==> config.mk <==
export PLATFORM = sky130hd
export DESIGN_NAME = fir_mac_accum
export DESIGN_NICKNAME = d
export VERILOG_FILES = /design/src/rtl/fir_mac_accum.sv
export SDC_FILE = /design/constraint.sdc
export NUM_CORES = 1
export LEC_CHECK = 0
export CORE_ASPECT_RATIO = 2
export CORE_MARGIN = 2
export CORE_UTILIZATION = 40
export CTS_BUF_LIST = sky130_fd_sc_hd__clkbuf_2 sky130_fd_sc_hd__clkbuf_4 sky130_fd_sc_hd__clkbuf_8
export CTS_CLUSTER_DIAMETER = 40
export CTS_CLUSTER_SIZE = 28
export DETAILED_ROUTE_END_ITERATION = 16
export PLACE_DENSITY = 0.56
export SETUP_SLACK_MARGIN = 0.5
export SLEW_MARGIN = 10
export SYNTH_ARGS = -nofsm -noshare
export SYNTH_HDL_FRONTEND = slang
export SYNTH_SLANG_ARGS = --single-unit
==> constraint.sdc <==
create_clock -name clk -period 7.2 [get_ports clk]
set_input_delay 1.08 -clock clk [delete_from_list [all_inputs] [get_ports clk]]
set_output_delay 1.08 -clock clk [all_outputs]
set_load 0.01 [all_outputs]
==> src/rtl/fir_mac_accum.sv <==
// MAC datapath for a FIR filter: NTAPS-deep sample delay line, pipelined multiply/accumulate
// driven beat-by-beat by an external tap controller, saturated/shifted result with a 1-cycle strobe.
module fir_mac_accum #(
   parameter int DATA_W = 16,
   parameter int COEF_W = 16,
   parameter int NTAPS  = 12,
   parameter int ACC_W  = 36,
   parameter int SHIFT  = 0,
   parameter int OUT_W  = 16
) (
   input  logic                     clk,
   input  logic                     GlobalReset_n,
   input  logic                     srdyi,
   input  logic signed [DATA_W-1:0] din,
   input  logic        [3:0]        coeff_sel,
   input  logic signed [COEF_W-1:0] coeff_in,
   input  logic                     sum_en,
   input  logic                     sum_rst,
   output logic signed [OUT_W-1:0]  dout,
   output logic                     srdyo,
   output logic                     overrun
);

   localparam int PROD_W = DATA_W + COEF_W;
   localparam int IDX_W  = (NTAPS > 1) ? $clog2(NTAPS) : 1;
   localparam logic [4:0] NTAPS_L = 5'(NTAPS);
   localparam logic [4:0] LAST_L  = 5'(NTAPS - 1);
   localparam logic signed [ACC_W-1:0] OUT_MAX =
      $signed({{(ACC_W-OUT_W+1){1'b0}}, {(OUT_W-1){1'b1}}});
   localparam logic signed [ACC_W-1:0] OUT_MIN = ~OUT_MAX;

   typedef enum logic [1:0] {IDLE, ACCUM, OUT} state_e;

   state_e                    state_q, state_d;
   logic signed [DATA_W-1:0]  tap_q [NTAPS];
   logic signed [DATA_W-1:0]  tap_d [NTAPS];
   logic signed [PROD_W-1:0]  prod_q, prod_d;
   logic                      prod_vld_q, prod_vld_d;
   logic                      last_q, last_d;
   logic signed [ACC_W-1:0]   acc_q, acc_d;
   logic signed [OUT_W-1:0]   dout_q, dout_d;
   logic                      srdyo_q, srdyo_d;
   logic                      overrun_q, overrun_d;

   logic                      sel_ok;
   logic [IDX_W-1:0]          sel_idx;
   logic signed [DATA_W-1:0]  tap_sel;
   logic signed [PROD_W-1:0]  prod_full;
   logic signed [ACC_W-1:0]   acc_sum;

   function automatic logic signed [OUT_W-1:0] sat_out(input logic signed [ACC_W-1:0] v);
      logic signed [ACC_W-1:0] s;
      s = v >>> SHIFT;
      if (s > OUT_MAX)      sat_out = OUT_MAX[OUT_W-1:0];
      else if (s < OUT_MIN) sat_out = OUT_MIN[OUT_W-1:0];
      else                  sat_out = s[OUT_W-1:0];
   endfunction

   always_comb begin
      sel_ok    = ({1'b0, coeff_sel} < NTAPS_L);
      sel_idx   = IDX_W'(coeff_sel);
      tap_sel   = sel_ok ? tap_q[sel_idx] : '0;
      prod_full = tap_sel * coeff_in;
      acc_sum   = acc_q + $signed({{(ACC_W-PROD_W){prod_q[PROD_W-1]}}, prod_q});
   end

   always_comb begin
      state_d    = state_q;
      tap_d      = tap_q;
      prod_d     = prod_q;
      prod_vld_d = 1'b0;
      last_d     = last_q;
      acc_d      = acc_q;
      dout_d     = dout_q;
      srdyo_d    = 1'b0;
      overrun_d  = overrun_q;

      case (state_q)
         IDLE: begin
            if (srdyi) begin
               for (int i = NTAPS-1; i > 0; i--) tap_d[i] = tap_q[i-1];
               tap_d[0] = din;
               acc_d    = '0;
               state_d  = ACCUM;
            end
         end
         ACCUM: begin
            if (srdyi) overrun_d = 1'b1;
            // Stage 1: product of the beat sampled this edge; stage 2: accumulate previous one.
            if (sum_en) begin
               prod_d     = prod_full;
               prod_vld_d = 1'b1;
               last_d     = ({1'b0, coeff_sel} == LAST_L);
            end
            if (prod_vld_q) begin
               acc_d = acc_sum;
               if (last_q) begin
                  dout_d     = sat_out(acc_sum);
                  srdyo_d    = 1'b1;
                  prod_vld_d = 1'b0;
                  state_d    = OUT;
               end
            end
         end
         OUT: begin
            if (srdyi) overrun_d = 1'b1;
            state_d = IDLE;
         end
         default: state_d = IDLE;
      endcase

      // Abort wins over everything except the sticky overrun flag; delay line survives.
      if (sum_rst) begin
         tap_d      = tap_q;
         acc_d      = '0;
         prod_vld_d = 1'b0;
         srdyo_d    = 1'b0;
         dout_d     = dout_q;
         state_d    = IDLE;
      end
   end

   always_ff @(posedge clk or negedge GlobalReset_n) begin
      if (!GlobalReset_n) begin
         state_q    <= IDLE;
         for (int i = 0; i < NTAPS; i++) tap_q[i] <= '0;
         prod_q     <= '0;
         prod_vld_q <= 1'b0;
         last_q     <= 1'b0;
         acc_q      <= '0;
         dout_q     <= '0;
         srdyo_q    <= 1'b0;
         overrun_q  <= 1'b0;
      end else begin
         state_q    <= state_d;
         tap_q      <= tap_d;
         prod_q     <= prod_d;
         prod_vld_q <= prod_vld_d;
         last_q     <= last_d;
         acc_q      <= acc_d;
         dout_q     <= dout_d;
         srdyo_q    <= srdyo_d;
         overrun_q  <= overrun_d;
      end
   end

   assign dout    = dout_q;
   assign srdyo   = srdyo_q;
   assign overrun = overrun_q;

endmodule

==> key figures <==
STA
  • Slew Limit Fails: 0
  • Max Clock Freq: 0.131 GHz
  • RSZ-0062 raised after global routing: yes
  • TNS Setup: -2070 ps
  • Final Skew: 55.9 ps
  • Worst Hold Slack: 353 ps
  • Worst-Margin Slew: 1130 ps
  • Final hold viol count: 0
  • Final period utilization: 1.06
  • Setup violations, final: 8
  • Fin crit period: 7640 ps
  • PnR worst setup slack: -439 ps
  • Relative slew slack: 0.248

Yosys
  • Synth Register Bits: 282
  • Syn_nets: 2,667
  • Post-synthesis cell area: 24,100 um2
  • Yosys cell types: 67
  • Mean Syn Cell Area: 10.7 um2
  • EDFF count, synth: 0
  • Primary FF master, synth: dfrtp_1
  • Ys async rst share: 1.00
  • Seq/Total Area, Yosys: 0.293
  • Synth warn: 0
  • Synthesized instance count: 2,243

Die
  • Core area: 59,700 um2
  • Die Area: 62,200 um2
  • Die outline width: 177 um
  • FP Rows: 127
  • Initial Util: 0.403
  • Ports: 59
  • Die Ht: 351 um

GRT
  • Gr ovfl total: 0
  • GRT Total Usage: 0.227
  • First-pass GRT wire length: 107,000 um
  • Largest net degree at the start of global routing: 181
  • Initial antenna violation count: 1
  • Number of global-route vias before repair: 19,700

Drt
  • Final routed DRC violation total: 0
  • Via count: 17,500
  • Drt wl/cell: 20.3 um
  • Routed WL: 68,500 um
  • Via density: 5.20
  • DR iter-0 viols: 501
  • Number of routed nets with antenna violations: 0
  • DR pass1 iterations: 7

Final layout
  • Commonest non-fill, non-tap cells in the layout: inv_1 (333), dfrtp_1 (282), buf_4 (281), fa_1 (246), mux2_2 (197)
  • Share of cells above drive strength 1: 0.302
  • Post-layout nets: 2,990
  • Commonest non-fill, non-tap cell in the layout: inv_1
  • Area growth, synth to finish: 23.2%
  • Fillers: 5,607
  • Layout Cells excl Fill: 3,368

CTS
  • Num Clock Sinks: 282
  • CTS H-Tree Depth: 2
  • Hold buffers post-CTS: 0
  • Maximum clock path buffer count: 3
  • Worst skew pair latency: 660 ps
  • Clock transition at path regs: 110 ps
  • Root buf cell: clkbuf_8
  • TritonCTS Buffers: 34
  • CTS tree: yes

Setup path
  • Setup crit start: coeff_sel[0]
  • Crit path kind: input port to flop
  • CP endpoint kind: flop
  • CP required: 7670 ps
  • Crit path DAT: 8110 ps
  • RR Startpoint: tap_q[136]
  • CP startpoint kind: input port
  • Reg-to-reg setup timing slack: -150 ps
  • Crit Path Max Fanout: 7

Place
  • Inst Count DP: 3,261
  • GPL Wtd Cong: 0.926
  • Post-DP HPWL: 54,600 um
  • Placement-stage worst setup slack: -1510 ps
  • PortBufs: 58

Worst hold path
  • HP Class: input port to async pin

Job
  • # Max-Cap Violations: 0

Outcome
  • Status: finished with violations
  • Failing checks: negative setup slack
[metal layers]
layer,vias to the layer above,part of all wire,GRT usage
met4,0,0.084,0.163
li1,8046,-,-
met3,213,0.028,0.0329
met2,348,0.57,0.451
met1,8906,0.32,0.203
met5,-,0,0
[sequential cells by signal, summed over array words and instances (netlist names)]
| register | flops |
|---|---|
| dout | 16 |
| prod_vld_q | 1 |
| overrun | 1 |
| tap_q | 192 |
| prod_q | 32 |
| srdyo | 1 |
| last_q | 1 |
| acc_q | 36 |
| state_q | 2 |
[Yosys cell counts, drive strengths merged, types with 10 or more instances]
cell / count / area, um2
inv: 350 / 1310
dfrtp: 282 / 7060
fa: 263 / 5270
mux2: 197 / 2220
nand2: 194 / 728
and2: 143 / 895
ha: 120 / 1500
clkbuf: 88 / 330
a21oi: 80 / 445
o21ai: 73 / 365
nor2: 65 / 251
mux4: 48 / 1080
xnor2: 41 / 359
a21o: 32 / 240
a22o: 31 / 272
o22ai: 19 / 119
xor2: 19 / 166
mux2i: 17 / 170
a211oi: 15 / 128
buf: 15 / 78.8
nand3: 15 / 75.1
a31oi: 10 / 62.6
nand2b: 10 / 62.6
[critical path, stage by stage]
cell	delay (ps)
buf_16	130
buf_8	130
buf_4	130
buf_4	140
mux4_2	340
inv_2	50
o22ai_4	320
buf_4	190
buf_4	100
nand2_1	60
fa_1	510
fa_2	590
fa_1	450
fa_1	560
fa_1	430
fa_1	490
inv_1	60
ha_4	220
a21oi_4	130
o211ai_1	170
a221oi_4	320
a21oi_2	100
or3_4	350
o311a_4	410
o31ai_4	280
a31oi_1	130
xnor2_1	160
o21ai_1	70
[final timing paths]
kind / to / cells after the start
max: prod_q[31] / 28
min: tap_q[42] / 1
max reg2reg: prod_q[31] / 27
min reg2reg: dout[14] / 2
max in group asynchronous: acc_q[30] / 2
min in group clk: dout[14] / 2
[per-stage QoR]
stage | util | instance area, um2
2_1_floorplan | - | 24400
3_3_place_gp | 0.465 | 27800
3_5_place_dp | 0.465 | 27800
4_1_cts | 0.490 | 29300
5_1_grt | 0.496 | 29600
6_report | 0.496 | 29600
[area by class of cell]
type,instances,area (um2),share of cell area
multi-input cells,1508,15900,0.537
flip-flops and latches,282,7060,0.238
inverters,350,1310,0.0443
diodes,2,5.00,0.000169
clock inverters,24,319,0.0108
clock buffers,38,523,0.0177
repair buffers,390,3540,0.119
well taps,774,968,0.0327
[cells by family (layout without fill, tap and decap cells)]
group,count (synthesis),count (layout),share of synthesized area
AO/OA/AOI/OAI,314,314,0.0870
AND/OR/NAND/NOR,489,489,0.100
XOR/XNOR,60,60,0.0218
adder cells (fa/ha/maj),383,383,0.281
other,0,2,0
flip-flops,282,282,0.293
multiplexers,262,262,0.144
buffers and inverters,453,802,0.0716
[timing repair]
action                                  4_1_cts  5_1_grt
buffers inserted                             23       17
endpoints found under the setup margin       19       19
pin swaps                                    48       63
gates resized for setup                     105       45
cloned                                        2        1
Power is not shown: default switching activity piles up to over one toggle a cycle in this logic, so the estimate is an artifact.
==> patch 1, RTL diff (same flow settings) <==
The parameter `NTAPS` goes from 12 to 13.
--- a/src/rtl/fir_mac_accum.sv
+++ b/src/rtl/fir_mac_accum.sv
@@ -3,7 +3,7 @@
 module fir_mac_accum #(
    parameter int DATA_W = 16,
    parameter int COEF_W = 16,
-   parameter int NTAPS  = 12,
+   parameter int NTAPS  = 13,
    parameter int ACC_W  = 36,
    parameter int SHIFT  = 0,
    parameter int OUT_W  = 16
Check against the original RTL: not equivalent (a bounded check fails within 4 cycles, from zero or initial values and one cycle with GlobalReset_n low).
==> patch 1 against the unedited design <==
The flow still finishes with violations (negative setup slack). First-iteration DRC count rose by 26%. Die area up 2.5%. Cell area rose by 2.0%. Sequential cell count up 16. Area after synthesis up 2.5%. Setup slack better by 0.26 ns. Routed wire length shrank 8.6%. Critical path depth is 2 higher. Critical endpoint unchanged. Largest cell class unchanged.
Power is not shown: default switching activity piles up to over one toggle a cycle in this logic, so the estimate is an artifact.
==> patch 1: results (changes against the unedited design) <==
{| class="wikitable"
! Metric !! Value
|-
| Initial DRC Count || 633 (+26%)
|-
| Fraction of area in non-clock buffers || 10.8% (-1.1 points)
|-
| Clkbuf count || 40 (+5.3%)
|-
| Antenna diode count || 1 (-1)
|-
| 1st-pass router iterations || 5 (-2)
|-
| Highest-delay cell along the critical path || sky130_fd_sc_hd__mux4_2
|-
| Worst-Margin Slew || 1.29 ns (+0.162 ns)
|-
| Proportion of cell area occupied by multi-input gates || 54.3% (+0.65 points)
|-
| Global-route wire length before repair || 102000 um (-4.9%)
|-
| Worst-path fanout max || 6 (-1)
|-
| Multi-input gate area in the final layout || 16400 um^2 (+3.3%)
|-
| Nets@finish || 2941 (-1.6%)
|-
| Comb_multi_in || 1540 (+2.1%)
|-
| GRT Resource Usage Total || 19.9% (-2.9 points)
|-
| Setup violators final || 7 (-1)
|-
| Clock buffer and inverter area fraction after layout || 3.09% (+0.25 points)
|-
| Antenna violations before repair || 2 (+1)
|-
| Total Negative Setup Slacks || -0.799 ns (+1.27 ns)
|-
| Registers with the most flip-flops || tap_q x208, acc_q x36, prod_q x32
|-
| Crit path setup slack, layout || -0.175 ns (+0.264 ns)
|-
| Post-synthesis average cell area || 11.0 um^2 (+2.2%)
|-
| Number of cells on the worst reg-to-reg path || 29 (+7.4%)
|-
| Result of the run || finished, violations left
|-
| Largest net degree at the start of global routing || 197 (+8.8%)
|-
| Share of cell area taken by flip-flops and latches || 24.7% (+0.85 points)
|-
| Top area cells in the synthesized netlist || sky130_fd_sc_hd__dfrtp_1, sky130_fd_sc_hd__fa_1, sky130_fd_sc_hd__mux2_2
|-
| Clock latency on the worst-skew pair || 0.64 ns (-0.02 ns)
|-
| Fraction of layout instances using a drive strength above 1 || 30.8% (+0.62 points)
|-
| Part of the Yosys area used for sequential elements || 30.2% (+0.90 points)
|-
| Chip Width || 180 um (+1.2%)
|-
| Distinct cell type count of the synthesized netlist || 92 (+37%)
|-
| Critical Path Max Stage Delay || 0.53 ns (-0.06 ns)
|-
| Instance area at placement || 28000 um^2 (+0.63%)
|-
| Per-cell via count in the routed design || 5.23 (+0.57%)
|-
| Total Wirelength || 62600 um (-8.6%)
|-
| Final weighted congestion in routability-driven placement || 0.867 (-6.4%)
|-
| CTS buffer count || 37 (+8.8%)
|-
| Non-filler cells, final || 3327 (-1.2%)
|-
| Post-placement cell count || 3193 (-2.1%)
|-
| Filler cell count || 5605 (-0.036%)
|-
| Class of the tightest hold or removal check || register to register
|-
| Most frequent cells after synthesis || sky130_fd_sc_hd__inv_1, sky130_fd_sc_hd__dfrtp_1, sky130_fd_sc_hd__fa_1
|-
| Violated checks || negative setup slack
|-
| Reg-to-reg critical path startpoint || tap_q[91]
|-
| Worst-case clock skew || 0.0686 ns (+0.0126 ns)
|-
| Half-perimeter wire length of the detailed placement result || 48400 um (-11%)
|-
| Repair and plain buffers || 328 (-16%)
|}
==> patch 1: changes by cell type after synthesis, sizes merged, moves of 9 or more <==
| cell | change |
|---|---|
| o21ai | +26 |
| inv | -39 |
| a21oi | -22 |
| o22ai | -16 |
| mux2i | -14 |
| mux2 | +16 |
| a21o | -9 |
| a221oi | +15 |
| a31oi | +13 |
| dfrtp | +16 |
| nor3 | +9 |
==> patch 1: per-layer routing <==
layer  up-vias  wire length (um)  share of wire [%]  GRT usage [%]
li1       8028                 -                  -              -
met1      8938             21300                 34           19.3
met2       268             36700                 59           41.2
met3       162              1320                2.1           1.87
met4         2              3350                5.3           8.78
met5         -                12              0.019              0
==> patch 1: worst paths after layout <==
check,endpoint,slack (ns)
min in group asynchronous,dout[3],0.56
max in group asynchronous,tap_q[141],5.10
hold reg to reg,prod_q[21],0.49
setup reg to reg,prod_q[31],0.05
hold / removal,prod_q[21],0.49
setup / recovery,prod_q[31],-0.17
==> patch 1: critical path, delay by kind of cell <==
kind | cells | cell delay, ns
simple gates | 2 | 0.24
compound gates | 11 | 1.74
fa+ha+maj | 7 | 3.14
mux | 1 | 0.53
xor+xnor | 1 | 0.13
buf+inv | 8 | 0.93
==> patch 1: kinds of logic (layout without fill, tap and decap cells) <==
kind of cell             after synthesis  in the layout  synth area share, %
AND/OR/NAND/NOR                      510            510                 10.4
buffers and inverters                413            708                 6.57
adder cells (fa/ha/maj)              383            383                 27.4
AO/OA/AOI/OAI                        320            320                 8.88
flip-flops                           298            298                 30.2
multiplexers                         264            264                 14.2
XOR/XNOR                              63             63                 2.27
other                                  0              1                    0
==> patch 1: what timing repair did <==
action | in CTS | in global routing
pin swaps | 42 | 40
gates cloned | 4 | 2
resized for setup | 85 | 90
setup endpoints to repair | 20 | 20
setup buffers | 36 | 23
==> patch 2, RTL diff (same flow settings) <==
Without the edit above. Encoding of `state_e`: now one-hot (3 bits for 3 states).
--- a/src/rtl/fir_mac_accum.sv
+++ b/src/rtl/fir_mac_accum.sv
@@ -29,7 +29,7 @@
       $signed({{(ACC_W-OUT_W+1){1'b0}}, {(OUT_W-1){1'b1}}});
    localparam logic signed [ACC_W-1:0] OUT_MIN = ~OUT_MAX;
 
-   typedef enum logic [1:0] {IDLE, ACCUM, OUT} state_e;
+   typedef enum logic [2:0] {IDLE = 3'b001, ACCUM = 3'b010, OUT = 3'b100} state_e;
 
    state_e                    state_q, state_d;
    logic signed [DATA_W-1:0]  tap_q [NTAPS];
Behaviour: same outputs for any inputs over 4 cycles, from zero or initial values and one cycle with GlobalReset_n low; so few cycles prove little.
==> patch 2 against the unedited design <==
The flow still finishes with violations (negative setup slack). Routed wire length is 13% lower. Count of clock-buffer cells in the layout is 6 lower. Area after synthesis is 0.99% lower. Cell area is 3.9% lower. Highest routed layer is now met5. Critical path depth is 3 higher. Critical endpoint is now prod_q[22]. Setup slack better by 0.21 ns. Die area is 0.97% lower. Critical path type unchanged. Sequential cell count is 1 higher. Non-clock buffer count is 88 lower.
Power is not shown: default switching activity piles up to over one toggle a cycle in this logic, so the estimate is an artifact.
==> patch 2: results (changes against the unedited design) <==
{| class="wikitable"
! Metric !! Value
|-
| GRT met2 Usage || 39.7% (-5.4 points)
|-
| Min Hold Slack || 0.414 ns (+0.0616 ns)
|-
| Total Die Area || 61600 um^2 (-0.97%)
|-
| Initial DRC Count || 427 (-15%)
|-
| Number of gates given a new drive strength after cts || 98 (-6.7%)
|-
| Routed length on met1 || 19900 um (-7.6%)
|-
| Number of H-tree levels || 1 (-1)
|-
| Total Negative Setup Slacks || -0.765 ns (+1.30 ns)
|-
| Half-perimeter wire length of the detailed placement result || 48000 um (-12%)
|-
| Nets@finish || 2856 (-4.5%)
|-
| Most frequent cells after synthesis || sky130_fd_sc_hd__inv_1, sky130_fd_sc_hd__dfrtp_1, sky130_fd_sc_hd__fa_1
|-
| Highest-delay cell along the critical path || sky130_fd_sc_hd__fa_1
|-
| Part of the Yosys area used for sequential elements || 29.7% (+0.40 points)
|-
| Average wire per cell in the routed design || 18.6 um (-8.7%)
|-
| Global-route wire length before repair || 96400 um (-10%)
|-
| Antenna violations before repair || 3 (+2)
|-
| Post-placement cell count || 3131 (-4.0%)
|-
| Non-filler cells, final || 3226 (-4.2%)
|-
| Worst-Margin Slew || 1.21 ns (+0.0836 ns)
|-
| Setup violators final || 7 (-1)
|-
| Distinct cell type count of the synthesized netlist || 72 (+7.5%)
|-
| Worst-path fanout max || 6 (-1)
|-
| Pre-CTS WS || -1.43 ns (+0.0839 ns)
|-
| Crit path setup slack, layout || -0.229 ns (+0.210 ns)
|-
| Top area cells in the synthesized netlist || sky130_fd_sc_hd__dfrtp_1, sky130_fd_sc_hd__fa_1, sky130_fd_sc_hd__mux2_2
|-
| GRT Resource Usage Total || 20.0% (-2.8 points)
|-
| Category of cells accounting for the largest share of critical-path delay || adder cells
|-
| Largest net degree at the start of global routing || 184 (+1.7%)
|-
| Data arrival at the endpoint of the critical path || 7.96 ns (-0.15 ns)
|-
| Setup repair bufs after CTS || 29 (+26%)
|-
| Utilization after layout || 48.3% (-1.3 points)
|-
| Met2 routed wirelength || 34400 um (-12%)
|-
| Final weighted congestion in routability-driven placement || 0.944 (+1.9%)
|-
| Met1 Track Usage GR || 19.2% (-1.1 points)
|-
| Vias in the first global route || 18505 (-6.1%)
|-
| Violated checks || negative setup slack
|-
| Result of the run || finished, violations left
|-
| Filler cell count || 5487 (-2.1%)
|-
| Syn_nets || 2618 (-1.8%)
|-
| Sum of met3 wire segment lengths after detailed routing || 1430 um (-26%)
|}
-- patch 2: area by class of cell --
type,count,area share (%)
Antenna cell,1,0.00879
Clock buffer,32,1.52
Clock inverter,22,0.931
Inverter,350,4.61
Multi-Input combinational cell,1468,54.7
Sequential cell,283,24.9
Tap cell,768,3.37
Timing Repair Buffer,302,10.0
-- patch 2: cells by family after synthesis --
kind of cell	Yosys count	share of synthesized area [%]
compound gates	282	7.97
xor+xnor	65	2.42
fa+ha+maj	380	28.3
buf+inv	446	7.08
flops	283	29.7
mux	261	14.5
simple gates	480	10.0
-- patch 2: final timing paths --
| path | start | endpoint | slack, ns | cells past startpoint |
|---|---|---|---|---|
| max | coeff_sel[0] | prod_q[22] | -0.23 | 31 |
| min | GlobalReset_n | tap_q[130] | 0.41 | 1 |
| max reg2reg | tap_q[133] | prod_q[22] | 0.09 | 26 |
| min reg2reg | overrun | overrun | 0.49 | 1 |
| max in group asynchronous | GlobalReset_n | tap_q[81] | 5.17 | 2 |
| min in group clk | overrun | overrun | 0.49 | 1 |
